## src/rtl/if_fetch_stage.sv

```systemverilog
// Instruction-fetch stage: owns the architectural PC, issues one Wishbone
// classic read per instruction and presents {pc, inst, valid} to decode.
// Redirects that land while a read is in flight mark the read as stale so
// its data is dropped when the ack finally arrives; the bus cycle itself is
// always allowed to complete.
module if_fetch_stage #(
  parameter int ADDR_WIDTH = 32,
  parameter int DATA_WIDTH = 32,
  parameter logic [ADDR_WIDTH-1:0] PC_ADDR = 32'h8000_0000
) (
  input  logic                      clk_i,
  input  logic                      rst_i,
  input  logic [ADDR_WIDTH-1:0]     pc_next_i,
  input  logic                      branch_i,
  input  logic                      stall_i,
  output logic [ADDR_WIDTH-1:0]     pc_o,
  output logic                      wb_cyc_o,
  output logic                      wb_stb_o,
  output logic                      wb_we_o,
  output logic [DATA_WIDTH/8-1:0]   wb_sel_o,
  output logic [ADDR_WIDTH-1:0]     wb_adr_o,
  input  logic [DATA_WIDTH-1:0]     wb_dat_i,
  input  logic                      wb_ack_i,
  output logic [ADDR_WIDTH-1:0]     if_pc_o,
  output logic [DATA_WIDTH-1:0]     if_inst_o,
  output logic                      if_valid_o
);

  localparam int SEL_WIDTH = DATA_WIDTH / 8;

  // addi x0, x0, 0 -- presented while nothing useful has been fetched yet
  localparam logic [DATA_WIDTH-1:0] NOP = DATA_WIDTH'(32'h0000_0013);

  localparam logic [0:0] IDLE  = 1'b0;
  localparam logic [0:0] FETCH = 1'b1;

  logic [0:0]            state_reg;
  logic [0:0]            state_next;
  logic                  flush_pending_reg;
  logic                  flush_pending_next;
  logic [ADDR_WIDTH-1:0] pc_next;
  logic                  cyc_next;
  logic                  stb_next;
  logic [SEL_WIDTH-1:0]  sel_next;
  logic [ADDR_WIDTH-1:0] adr_next;
  logic [ADDR_WIDTH-1:0] if_pc_next;
  logic [DATA_WIDTH-1:0] if_inst_next;
  logic                  if_valid_next;
  logic                  slot_consumed;
  logic                  slot_free;

  // The presented instruction leaves the slot whenever decode is not stalling.
  assign slot_consumed = if_valid_o && !stall_i;
  // A new fetch may only launch into an empty or draining slot, so the slot
  // is guaranteed free by the time the ack returns.
  assign slot_free     = !if_valid_o || !stall_i;

  // Instruction fetches are read-only.
  assign wb_we_o = 1'b0;

  // Next-state and next-output selection for the two-state fetch controller.
  always_comb begin
    state_next         = state_reg;
    flush_pending_next = flush_pending_reg;
    pc_next            = pc_o;
    cyc_next           = wb_cyc_o;
    stb_next           = wb_stb_o;
    sel_next           = wb_sel_o;
    adr_next           = wb_adr_o;
    if_pc_next         = if_pc_o;
    if_inst_next       = if_inst_o;
    if_valid_next      = if_valid_o;

    case (state_reg)
      IDLE: begin
        if (branch_i) begin
          // Redirect first; the fetch from the new PC starts next cycle.
          pc_next       = pc_next_i;
          if_valid_next = 1'b0;
        end else if (slot_free) begin
          cyc_next   = 1'b1;
          stb_next   = 1'b1;
          sel_next   = '1;
          adr_next   = pc_o;
          state_next = FETCH;
          if (slot_consumed) begin
            if_valid_next = 1'b0;
          end
        end
      end

      FETCH: begin
        if (wb_ack_i) begin
          cyc_next           = 1'b0;
          stb_next           = 1'b0;
          sel_next           = '0;
          state_next         = IDLE;
          flush_pending_next = 1'b0;
          if (flush_pending_reg || branch_i) begin
            // Data belongs to a path that was redirected away from.
            if_valid_next = 1'b0;
            if (branch_i) begin
              pc_next = pc_next_i;
            end
          end else begin
            if_inst_next  = wb_dat_i;
            if_pc_next    = wb_adr_o;
            if_valid_next = 1'b1;
            pc_next       = pc_next_i;
          end
        end else if (branch_i) begin
          // Keep the bus cycle running but remember to drop its data.
          pc_next            = pc_next_i;
          flush_pending_next = 1'b1;
          if_valid_next      = 1'b0;
        end else if (slot_consumed) begin
          if_valid_next = 1'b0;
        end
      end

      default: begin
        state_next = IDLE;
      end
    endcase
  end

  // State, PC, bus and output-slot registers; reset overrides every input.
  always_ff @(posedge clk_i) begin
    if (rst_i) begin
      state_reg         <= IDLE;
      flush_pending_reg <= 1'b0;
      pc_o              <= PC_ADDR;
      wb_cyc_o          <= 1'b0;
      wb_stb_o          <= 1'b0;
      wb_sel_o          <= '0;
      wb_adr_o          <= '0;
      if_pc_o           <= '0;
      if_inst_o         <= NOP;
      if_valid_o        <= 1'b0;
    end else begin
      state_reg         <= state_next;
      flush_pending_reg <= flush_pending_next;
      pc_o              <= pc_next;
      wb_cyc_o          <= cyc_next;
      wb_stb_o          <= stb_next;
      wb_sel_o          <= sel_next;
      wb_adr_o          <= adr_next;
      if_pc_o           <= if_pc_next;
      if_inst_o         <= if_inst_next;
      if_valid_o        <= if_valid_next;
    end
  end

endmodule
```

## config.mk

```make
export PLATFORM = sky130hd
export DESIGN_NAME = if_fetch_stage
export DESIGN_NICKNAME = d
export VERILOG_FILES = /design/src/rtl/if_fetch_stage.sv
export SDC_FILE = /design/constraint.sdc
export NUM_CORES = 1
export LEC_CHECK = 0
export ABC_CLOCK_PERIOD_IN_PS = 1300
export BUFFER_PORTS_ARGS = -buffer_cell sky130_fd_sc_hd__buf_2
export CORE_MARGIN = 2
export CORE_UTILIZATION = 40
export DETAILED_ROUTE_END_ITERATION = 8
export PLACE_DENSITY = 0.71
export SYNTH_ARGS = -nofsm -noshare
export SYNTH_HDL_FRONTEND = slang
export SYNTH_SLANG_ARGS = --single-unit
```

## constraint.sdc

```tcl
create_clock -name clk_i -period 1.3 [get_ports clk_i]
set_input_delay 0.065 -clock clk_i [delete_from_list [all_inputs] [get_ports clk_i]]
set_output_delay 0.065 -clock clk_i [all_outputs]
set_load 0.02 [all_outputs]
```

Word level (Yosys, flattened, before mapping)
Cells that the tools add are included.
{"block": "totals", "ff_bits": 136, "in_bits": 69, "output_inout_bits": 136, "elab_cells": 51}
{"block": "op_classes", "n_eq_ne": 4, "n_mux": 25, "bitwise_logic": 3, "reduce_logical": 10}
{"op": "2-to-1 mux 32 bit", "count": 3}
{"op": "one-hot mux 32 bit (2 select lines)", "count": 1}
{"op": "2-to-1 mux 1 bit", "count": 14}
{"op": "2-to-1 mux 4 bit", "count": 3}
{"op": "AND reduction 3 bit", "count": 3}
{"op": "one-hot mux 4 bit (2 select lines)", "count": 1}
{"op": "!= test 2 bit (second input constant)", "count": 3}
{"op": "one-hot mux 1 bit (2 select lines)", "count": 3}
{"op": "!= test 3 bit (second input constant)", "count": 1}
{"op": "NOT 1 bit", "count": 3}
{"op": "logical NOT 1 bit", "count": 2}
{"op": "logical OR 1 bit", "count": 2}
{"op": "AND reduction 2 bit", "count": 1}
{"op": "nonzero test 2 bit", "count": 1}
{"op": "logical AND 1 bit", "count": 1}

Longest topological paths before layout
Gate-level depths: netlist of run 1.
{"block": "depth", "ltp_word": 6, "mapped_depth": 6, "ltp_nobuf": 3}

Worst setup path after synthesis of run 1
OpenSTA, ideal clock, no wires.
{"block": "synth_path", "path_kind": "register to register", "startpoint": "register state_reg", "endpoint": "register pc_o[0]", "setup_ns": 0.072, "arrival_time_ns": 1.210, "t_required_ns": 1.228, "path_slack_ns": 0.018, "path_stages_with_launch": 6, "path_buffers": 2, "period_less_slack_ns": 1.282, "cell_sequence": "dfxtp_1 -> clkbuf_2 -> and3b_1 -> nor2_2 -> buf_6 -> mux2i_1"}
{"block": "synth_via", "elab_chain_cells": 2}
{"item": "start: declaration", "line_no": "37", "rtl": "logic [0:0] state_reg;"}
{"item": "start signal: assignment", "line_no": "141", "rtl": "state_reg <= state_next;"}
{"item": "NOT 1 bit"}
{"item": "one-hot mux 32 bit (2 select lines) *", "line_no": "74", "rtl": "case (state_reg)"}
{"item": "end signal: assignment", "line_no": "143", "rtl": "pc_o <= pc_next;"}
{"item": "end: declaration", "line_no": "16", "rtl": "output logic [ADDR_WIDTH-1:0] pc_o,"}
Mark *: on every way between the ends. The rest lies on a longest branch, timed or not.
A chain may end at the register's enable or synchronous reset.

Final worst setup path of run 1
{"block": "layout_path", "startpoint": "register flush_pending_reg", "endpoint": "register if_inst_o[6]"}
{"block": "layout_via", "elab_chain_cells": 3}
{"item": "start: declaration", "line_no": "39", "rtl": "logic flush_pending_reg;"}
{"item": "start signal: assignment", "line_no": "142", "rtl": "flush_pending_reg <= flush_pending_next;"}
{"item": "logical OR 1 bit", "line_no": "99", "rtl": "if (flush_pending_reg || branch_i) begin"}
{"item": "NOT 1 bit (no source line)"}
{"item": "AND reduction 3 bit (no source line)"}
{"item": "end signal: assignment", "line_no": "149", "rtl": "if_inst_o <= if_inst_next;"}
{"item": "end: declaration", "line_no": "25", "rtl": "output logic [DATA_WIDTH-1:0] if_inst_o,"}
Every way passes these cells.

==> flow_metrics.env, run 1 <==
export IMPL_run_status="complete, but fails checks"
export IMPL_violations="hold timing, setup timing"
export IMPL_layout_nets=923
export IMPL_max_cap_violations=0
export IMPL_avgSynthCellArea_um2=8.51
export IMPL_max_freq_mhz=747
export IMPL_grt_max_degree=36
export IMPL_final_util_pct=65.1
export IMPL_yosysTopAreaCellShare_pct=53.5
export IMPL_h_tree_depth=4
export IMPL_yosysWarningCount=0
export IMPL_initialDrtViolationCount=371
export IMPL_cts_inserted_buffers=17
export IMPL_end_kind="flip-flop"
export IMPL_pwr_share_comb_pct=12.6
export IMPL_initial_utilization_pct=41.1
export IMPL_synth_yosys_seq_area_share_pct=53.5
export IMPL_gp_congestion=0.762
export IMPL_cts_tree="built"
export IMPL_cp_num_buf_inv=2
export IMPL_p_sw_uw=2510
export IMPL_num_rows=40
export IMPL_fin_skew_ps=12.2
export IMPL_drtAntennaViolNets=0
export IMPL_ir_drop_uv=1190
export IMPL_holdBufCountCts=64
export IMPL_drc=0
export IMPL_crit_type="flip-flop to flip-flop"
export IMPL_hold_violations=1
export IMPL_vias_per_cell=4.83
export IMPL_drt_wl_total_mm=15.6
export IMPL_sw_frac_of_total_pct=24.0
export IMPL_cp_slowest_cell="dfxtp_4"
export IMPL_grt_setup_unrepaired="yes"
export IMPL_period_minus_slack_ps=1340
export IMPL_crit_chain="nor4bb_4 -> buf_6 -> clkbuf_16 -> nand2_1 -> a21oi_1"
export IMPL_total_power_uw=10400
export IMPL_drv_slew=0
export IMPL_clock_power_share_pct=46.2
export IMPL_pwr_share_seq_pct=41.2
export IMPL_clock_latency_ps=400
export IMPL_avgRoutedWirePerCell_um=15.4
export IMPL_power_density_mw_per_mm2=1340
export IMPL_io_pins=205
export IMPL_pre_cts_ws_ps=-59.8
export IMPL_grt_ovfl_total=0
export IMPL_intPower_uw=7940
export IMPL_synth_area_leaders="dfxtp_1, nand2_1, a21oi_1"
export IMPL_grt_pass1_wl_mm=22.3
export IMPL_die_x_um=115
export IMPL_crit_arrival_ps=1670
export IMPL_grt_usage_pct=21.4
export IMPL_root_buffer="clkbuf_16"
export IMPL_critPathLaunchType="flip-flop"
export IMPL_min_period_over_period_pct=103
export IMPL_route_vias_total=4896
export IMPL_syn_to_final_growth_pct=58.4
export IMPL_drive_gt1_share_pct=35.5
export IMPL_leakage_uw=0.00348
export IMPL_synth_area_mm2=0.00494
export IMPL_clkSinkCount=132
export IMPL_antenna_found_initial=0
export IMPL_core_area_mm2=0.0120
export IMPL_fin_ws_ps=-38.3
export IMPL_port_buffers=203
export IMPL_die_area_mm2=0.0132
export IMPL_min_path_type="primary input to flip-flop"
export IMPL_cpLargestDelayFamily="simple AND/OR/NAND/NOR gates"
export IMPL_crit_required_ps=1630
export IMPL_first_pass_iters=4
export IMPL_grt_pass1_vias=4564
export IMPL_antenna_cells=0
export IMPL_syn_nets=649
export IMPL_die_y_um=115
export IMPL_synth_cells=580
export IMPL_cp_max_fo=16
export IMPL_dpl_hpwl_mm=9.09
export IMPL_hold_ws_ps=-46.8
export IMPL_path_clk_slew_ps=60
export IMPL_synth_seq_cells=132
export IMPL_synth_top_area_cell="dfxtp_1"
export IMPL_setup_viol=7
export IMPL_synth_distinct_cells=22
export IMPL_cts_buffer_depth=2
export IMPL_cp_slowest_stage_delay_ps=350
-- power by group through the flow --
stage / sequential (µW) / combinational (µW) / clock, µW
finish: 4310 / 1320 / 4820
floorplan: 4540 / 436 / 0
global route: 4320 / 1410 / 5100
CTS: 4300 / 1200 / 4870
global placement: 4380 / 1020 / 0
detailed placement: 4390 / 1020 / 0
-- layout make-up --
class	count	area [µm²]
Clock buffer	24	512
Tap cell	147	184
Clock inverter	8	96.3
Sequential cell	132	2650
Multi-Input combinational cell	400	2200
Timing Repair Buffer	303	2180
Fill cell	915	4190
-- repair_timing --
action	CTS	global route
buffers inserted	1	3
resized for setup	4	45
hold endpoints to repair	65	1
gates cloned	1	6
endpoints found under the setup margin	58	82
pin swaps	2	8
-- Yosys cell counts --
library cell  count
a21oi_1          96
clkbuf_2          1
buf_2            13
nor2_1            6
buf_1             6
nor4bb_1          1
nand4bb_1         1
buf_6             3
nor3_1            7
buf_4            12
dfxtp_1         132
a211oi_1          1
nand2_1         187
nand2b_1         63
and3b_1           1
a31oi_1           1
nor2_2            1
clkbuf_1         13
mux2i_1          32
conb_1            1
a211oi_2          1
a211o_1           1
-- final timing paths --
| check | slack (ps) | depth (start not counted) | startpoint | end |
|---|---|---|---|---|
| worst max-delay path | -40 | 5 | flush_pending_reg$_SDFFE_PP0P_ | if_inst_o[6]$_SDFFE_PP0P_ |
| worst min-delay path | -50 | 2 | wb_ack_i | flush_pending_reg$_SDFFE_PP0P_ |
| worst max register to register | -40 | 5 | flush_pending_reg$_SDFFE_PP0P_ | if_inst_o[6]$_SDFFE_PP0P_ |
| worst min register to register | 450 | 2 | if_pc_o[21]$_SDFFE_PP0P_ | if_pc_o[21]$_SDFFE_PP0P_ |
-- routing by layer --
metal | vias to the layer above | GRT usage (%) | routed length, µm
met5 | - | 0 | 0
met2 | 206 | 36.9 | 7800
met4 | 0 | 5.78 | 143
met1 | 2260 | 25.7 | 6540
li1 | 2416 | - | -
met3 | 14 | 6.96 | 1090
-- metrics by stage --
stage / setup TNS (ps) / hold WS [ps] / std cells / area, µm²
floorplan: 0 / 144 / 580 / 4940
global placement: -30.8 / 291 / 907 / 6180
detailed placement: -1180 / 308 / 907 / 6180
CTS: -2.39 / -65.4 / 1005 / 7490
global route: -1400 / -58.7 / 1014 / 7820
finish: -138 / -46.8 / 1014 / 7820
-- cell families after synthesis --
group                  Yosys count  synth area share (%)
flip-flops                     132                  53.5
buffers and inverters           48                  5.37
AND/OR/NAND/NOR                267                  24.1
multiplexers                    32                  6.49
AO/OA/AOI/OAI                  100                  10.4
other                            1                0.0760
-- cells in the final DEF (no fill, tap or decap), types with 2 or more instances in the layout --
master and instances:
buf_12 9, nor2_1 6, dfxtp_1 130, clkbuf_16 23, mux2i_1 32, nand2b_1 63
nand2_1 177, dlygate4sd3_1 64, nand2_4 3, a21oi_1 75, clkinv_2 4, clkbuf_8 6
bufinv_16 2, buf_4 18, buf_2 202, nand2_2 7, nor3_1 7, buf_6 3
a21oi_2 20
No activity file was read; power rests on OpenSTA's default activity.
==> inputs of run 2 (changes only) <==
CORE_MARGIN = not set   (was 2)
==> run 2 against run 1 <==
Compared with the run above:
- worst hold slack better by 69 ps
- highest routed layer unchanged
- non-clock buffer count decreased by 5
- first-iteration DRC count shrank 5.1%
- global-route usage grew 1.3 points
- sequential cell count is the same
- critical path type unchanged
- critical path depth unchanged
- clock power increased by 4.4%
- via count is 0.71% lower
- fmax increased by 3.7%
- sequential power about the same
- count of clock-buffer cells in the layout fell by 1
- setup slack improved by 47 ps
- largest cell class unchanged
- the flow now finishes without violations
==> flow_metrics.env, run 2 (synthesized netlist as in run 1, its figures left out) <==
export IMPL_drt_wl_total_mm=15.5
export IMPL_antenna_found_initial=0
export IMPL_stdcell_count=1009
export IMPL_drv_slew=0
export IMPL_initial_utilization_pct=41.1
export IMPL_grt_usage_pct=22.7
export IMPL_grt_pass1_vias=4544
export IMPL_grt_max_degree=42
export IMPL_avgRoutedWirePerCell_um=15.4
export IMPL_ir_drop_uv=867
export IMPL_run_status="complete, no violations"
export IMPL_route_vias_total=4861
export IMPL_max_cap_violations=0
export IMPL_first_pass_iters=4
export IMPL_max_freq_mhz=775
export IMPL_postLayoutCellArea_mm2=0.00773
export IMPL_h_tree_depth=4
export IMPL_crit_type="flip-flop to flip-flop"
export IMPL_die_y_um=113
export IMPL_end_kind="flip-flop"
export IMPL_num_rows=40
export IMPL_final_common_cell="buf_2"
export IMPL_setup_viol=0
export IMPL_setup_tns_final_ps=0
export IMPL_place_area_mm2=0.00615
export IMPL_power_density_mw_per_mm2=1370
export IMPL_clock_latency_ps=400
export IMPL_dp_cells=901
export IMPL_drc=0
export IMPL_period_minus_slack_ps=1290
export IMPL_fin_skew_ps=5.32
export IMPL_clkSinkCount=132
export IMPL_crit_arrival_ps=1630
export IMPL_n_fill_cell=1008
export IMPL_drtAntennaViolNets=0
export IMPL_crit_required_ps=1640
export IMPL_total_power_uw=10600
export IMPL_grt_ovfl_total=0
export IMPL_initialDrtViolationCount=352
export IMPL_whs_path_depth=2
export IMPL_hold_violations=0
export IMPL_critPathLaunchType="flip-flop"
export IMPL_drive_gt1_share_pct=34.1
export IMPL_root_buffer="clkbuf_16"
export IMPL_die_x_um=113
export IMPL_port_buffers=203
export IMPL_gp_congestion=0.743
export IMPL_grt_setup_unrepaired="yes"
export IMPL_cp_max_fo=7
export IMPL_layout_nets=918
export IMPL_min_path_type="primary input to flip-flop"
export IMPL_io_pins=205
export IMPL_die_area_mm2=0.0128
export IMPL_vias_per_cell=4.82
export IMPL_cts_tree="built"
export IMPL_cts_inserted_buffers=17
export IMPL_antenna_cells=0
export IMPL_min_period_over_period_pct=99.3
export IMPL_path_clk_slew_ps=60
export IMPL_leakage_uw=0.00340
export IMPL_reg2reg_depth=5
export IMPL_syn_to_final_growth_pct=56.7
export IMPL_most_common_layout_cells="buf_2, nand2_1, dfxtp_1"
export IMPL_core_area_mm2=0.0120
export IMPL_grt_pass1_wl_mm=22.7
export IMPL_dpl_hpwl_mm=8.68
export IMPL_cts_buffer_depth=2
-- run 2: stage by stage --
| stage | setup slack [ps] | util [%] | hold WS, ps |
|---|---|---|---|
| after floorplan | 18.5 | - | 144 |
| after global placement | -31.3 | 51.2 | 289 |
| after detailed placement | -42.1 | 51.2 | 295 |
| after CTS | 9.35 | 62.5 | 6.79 |
| after global routing | -50.5 | 64.4 | 29.0 |
| final | 9.10 | 64.4 | 22.0 |
-- run 2: metal layers --
layer | up-vias | track usage, % | part of all wire, %
li1 | 2406 | - | -
met1 | 2241 | 27.2 | 44
met2 | 181 | 38.7 | 47
met3 | 33 | 5.36 | 6.0
met4 | 0 | 10.3 | 2.5
met5 | - | 0 | 0
-- run 2: repair_timing --
action                     CTS  global route
buffers inserted             3             1
resized for setup            5            32
hold endpoints to repair    73             0
setup endpoints to repair   61            79
hold buffers                66             0
cloned                       1             6
pin swaps                    1             3
-- run 2: final timing paths --
check                                 start                         end  slack, ps
max          flush_pending_reg$_SDFFE_PP0P_    if_pc_o[14]$_SDFFE_PP0P_          9
min reg2reg      if_inst_o[10]$_SDFFE_PP0P_  if_inst_o[10]$_SDFFE_PP0P_        450
min                                branch_i     if_valid_o$_SDFFE_PP0P_         20
max reg2reg  flush_pending_reg$_SDFFE_PP0P_    if_pc_o[14]$_SDFFE_PP0P_          9
-- run 2: area by class of cell --
type / instances / area (µm²) / area share (%)
flip-flops and latches: 132 / 2650 / 34.2
clock inverters: 9 / 150 / 1.94
clock buffers: 23 / 478 / 6.18
multi-input cells: 400 / 2170 / 28.1
well taps: 147 / 184 / 2.38
repair buffers: 298 / 2100 / 27.2
-- run 2: report_power, final --
group	internal, µW	switching [µW]
Combinational	581	676
Sequential	4190	114
Clock	3350	1680
-- run 2: worst max-delay path: stages, from the launching register on --
cell and delay (ps):
dfxtp_2 340, nor4bb_4 310, buf_6 210, clkbuf_16 180
nand2_1 60, a21oi_1 130
==> inputs of run 3 (changes only) <==
GPL_TIMING_DRIVEN = 0   (was not set)
==> run 3 against run 2 <==
Compared with the run above:
- the run now ends with setup timing left
- global-route usage up 0.49 points
- worst hold slack improved by 23 ps
- clock skew up 1.4 ps
- register-to-register slack got worse by 90 ps
- clock power up 5.6%
- power up 3.5%
- non-clock buffer count increased by 33
- die area unchanged
- largest power group unchanged
==> flow_metrics.env, run 3 (synthesized netlist as in run 1, its figures left out) <==
export IMPL_num_rows=40
export IMPL_grt_usage_pct=23.2
export IMPL_whs_path_depth=3
export IMPL_clock_latency_ps=410
export IMPL_slew_headroom_pct=54.3
export IMPL_drive_gt1_share_pct=38.7
export IMPL_multiInputGateArea_mm2=0.00233
export IMPL_total_power_uw=11000
export IMPL_clkSinkCount=132
export IMPL_register_area_mm2=0.00265
export IMPL_first_pass_iters=4
export IMPL_core_area_mm2=0.0120
export IMPL_stdcell_count=1042
export IMPL_drt_wl_total_mm=16.0
export IMPL_drtAntennaViolNets=0
export IMPL_syn_to_final_growth_pct=65.3
export IMPL_max_freq_mhz=725
export IMPL_cts_tree="built"
export IMPL_end_kind="flip-flop"
export IMPL_dpl_hpwl_mm=9.84
export IMPL_cts_inserted_buffers=17
export IMPL_route_vias_total=4986
export IMPL_initialDrtViolationCount=252
export IMPL_regToRegSetupSlack_ps=-80
export IMPL_min_period_over_period_pct=106
export IMPL_grt_pass1_vias=4605
export IMPL_initial_utilization_pct=41.1
export IMPL_hp_start="stall_i"
export IMPL_path_clk_slew_ps=50
export IMPL_gp_congestion=0.759
export IMPL_avgRoutedWirePerCell_um=15.4
export IMPL_power_density_mw_per_mm2=1340
export IMPL_r2r_start="flush_pending_reg$_SDFFE_PP0P_"
export IMPL_grt_ovfl_total=0
export IMPL_setup_viol=12
export IMPL_crit_arrival_ps=1700
export IMPL_cp_slowest_cell="dfxtp_4"
export IMPL_h_tree_depth=4
export IMPL_grt_max_degree=17
export IMPL_cts_buffer_depth=2
export IMPL_grt_pass1_wl_mm=22.9
export IMPL_drv_slew=0
export IMPL_fin_ws_ps=-79.3
export IMPL_drc=0
export IMPL_io_pins=205
export IMPL_n_fill_cell=940
export IMPL_max_cap_violations=0
export IMPL_antenna_found_initial=0
export IMPL_reg2reg_depth=6
export IMPL_min_path_type="primary input to flip-flop"
export IMPL_crit_required_ps=1620
export IMPL_grt_setup_unrepaired="yes"
export IMPL_dp_cells=929
export IMPL_cp_slowest_stage_delay_ps=350
export IMPL_layout_nets=951
export IMPL_crit_type="flip-flop to flip-flop"
export IMPL_min_to="if_valid_o$_SDFFE_PP0P_"
export IMPL_fin_skew_ps=6.73
export IMPL_most_common_layout_cells="buf_2, nand2_1, dfxtp_1"
export IMPL_hold_violations=0
export IMPL_ir_drop_uv=959
export IMPL_run_status="complete, but fails checks"
export IMPL_violations="setup timing"
export IMPL_die_area_mm2=0.0128
export IMPL_vias_per_cell=4.79
export IMPL_leakage_uw=0.00370
export IMPL_root_buffer="clkbuf_16"
export IMPL_crit_chain="nor4bb_4 -> buf_6 -> buf_12 -> buf_8 -> nand2_1 -> a21oi_1"
export IMPL_hold_ws_ps=45.5
export IMPL_die_y_um=113
export IMPL_critPathLaunchType="flip-flop"
export IMPL_period_minus_slack_ps=1380
export IMPL_cp_max_fo=10
export IMPL_die_x_um=113
export IMPL_worst_slew_pin_slew_ps=685
export IMPL_final_common_cell="buf_2"
export IMPL_antenna_cells=0
export IMPL_port_buffers=202
export IMPL_r2r_end="if_inst_o[17]$_SDFFE_PP0P_"
## run 3: cell types whose count changed in the layout (fill, tap and decap cells not counted), sizes merged
| cell | previous run | this run |
|---|---|---|
| clkinv | 3 | 1 |
| bufbuf | 0 | 1 |
| bufinv | 4 | 5 |
| buf | 227 | 242 |
| clkbuf | 28 | 46 |
## run 3: what timing repair did
item | CTS | global route
gates resized for setup | 38 | 84
hold buffers | 66 | 0
endpoints found under the setup margin | 126 | 126
gates cloned | 1 | 6
pin swaps | 4 | 27
hold endpoints to repair | 67 | 0
buffers inserted | 7 | 2
## run 3: power breakdown
group | leakage, µW | internal [µW] | total [µW] | switching [µW]
Combinational | 0.00231 | 635 | 1340 | 707
Clock | 0.000317 | 3610 | 5310 | 1700
Sequential | 0.00108 | 4190 | 4310 | 117
## run 3: worst max-delay path by stage
stage	start	to	slack (ps)	depth (start not counted)
final	flush_pending_reg$_SDFFE_PP0P_	if_inst_o[17]$_SDFFE_PP0P_	-80	6
after global routing	flush_pending_reg$_SDFFE_PP0P_	if_inst_o[17]$_SDFFE_PP0P_	-140	6
after CTS	state_reg$_SDFF_PP0_	pc_o[23]$_SDFF_PP0_	-80	5
after detailed placement	state_reg$_SDFF_PP0_	if_pc_o[24]$_SDFFE_PP0P_	-240	6
after global placement	state_reg$_SDFF_PP0_	pc_o[23]$_SDFF_PP0_	-240	5
after floorplan	state_reg$_SDFF_PP0_	pc_o[0]$_SDFF_PP0_	20	5
## run 3: through the flow
stage / setup WS [ps] / util [%] / TNS (ps) / instance area, µm²
floorplan: 18.5 / - / 0 / 4940
global placement: -241 / 51.1 / -21140 / 6130
detailed placement: -238 / 51.1 / -22770 / 6130
CTS: -79.7 / 64.1 / -4920 / 7690
global route: -138 / 68.0 / -3610 / 8160
finish: -79.3 / 68.0 / -193 / 8160
## run 3: final cells by class
class	instances	share of cell area (%)
Buffer	47	4.60
Clock buffer	24	6.02
Clock inverter	8	2.08
Multi-Input combinational cell	400	28.6
Sequential cell	132	32.5
Tap cell	147	2.25
Timing Repair Buffer	284	24.0
## run 3: critical path: cells and delay by family (launching register included)
family                 cells  cell delay [ps]
AOI/OAI and AO/OA          1              170
buffers and inverters      3              430
DFF                        1              350
and+or+nand+nor            2              320
## run 3: layer usage
metal / up-vias / part of all wire, % / GRT usage [%] / wire length, µm
met4: 0 / 1.1 / 6.84 / 170
met3: 16 / 7.0 / 8.03 / 1130
met2: 188 / 50 / 40.1 / 8070
met1: 2304 / 41 / 27.1 / 6640
li1: 2478 / - / - / -
met5: - / 0 / 0 / 0
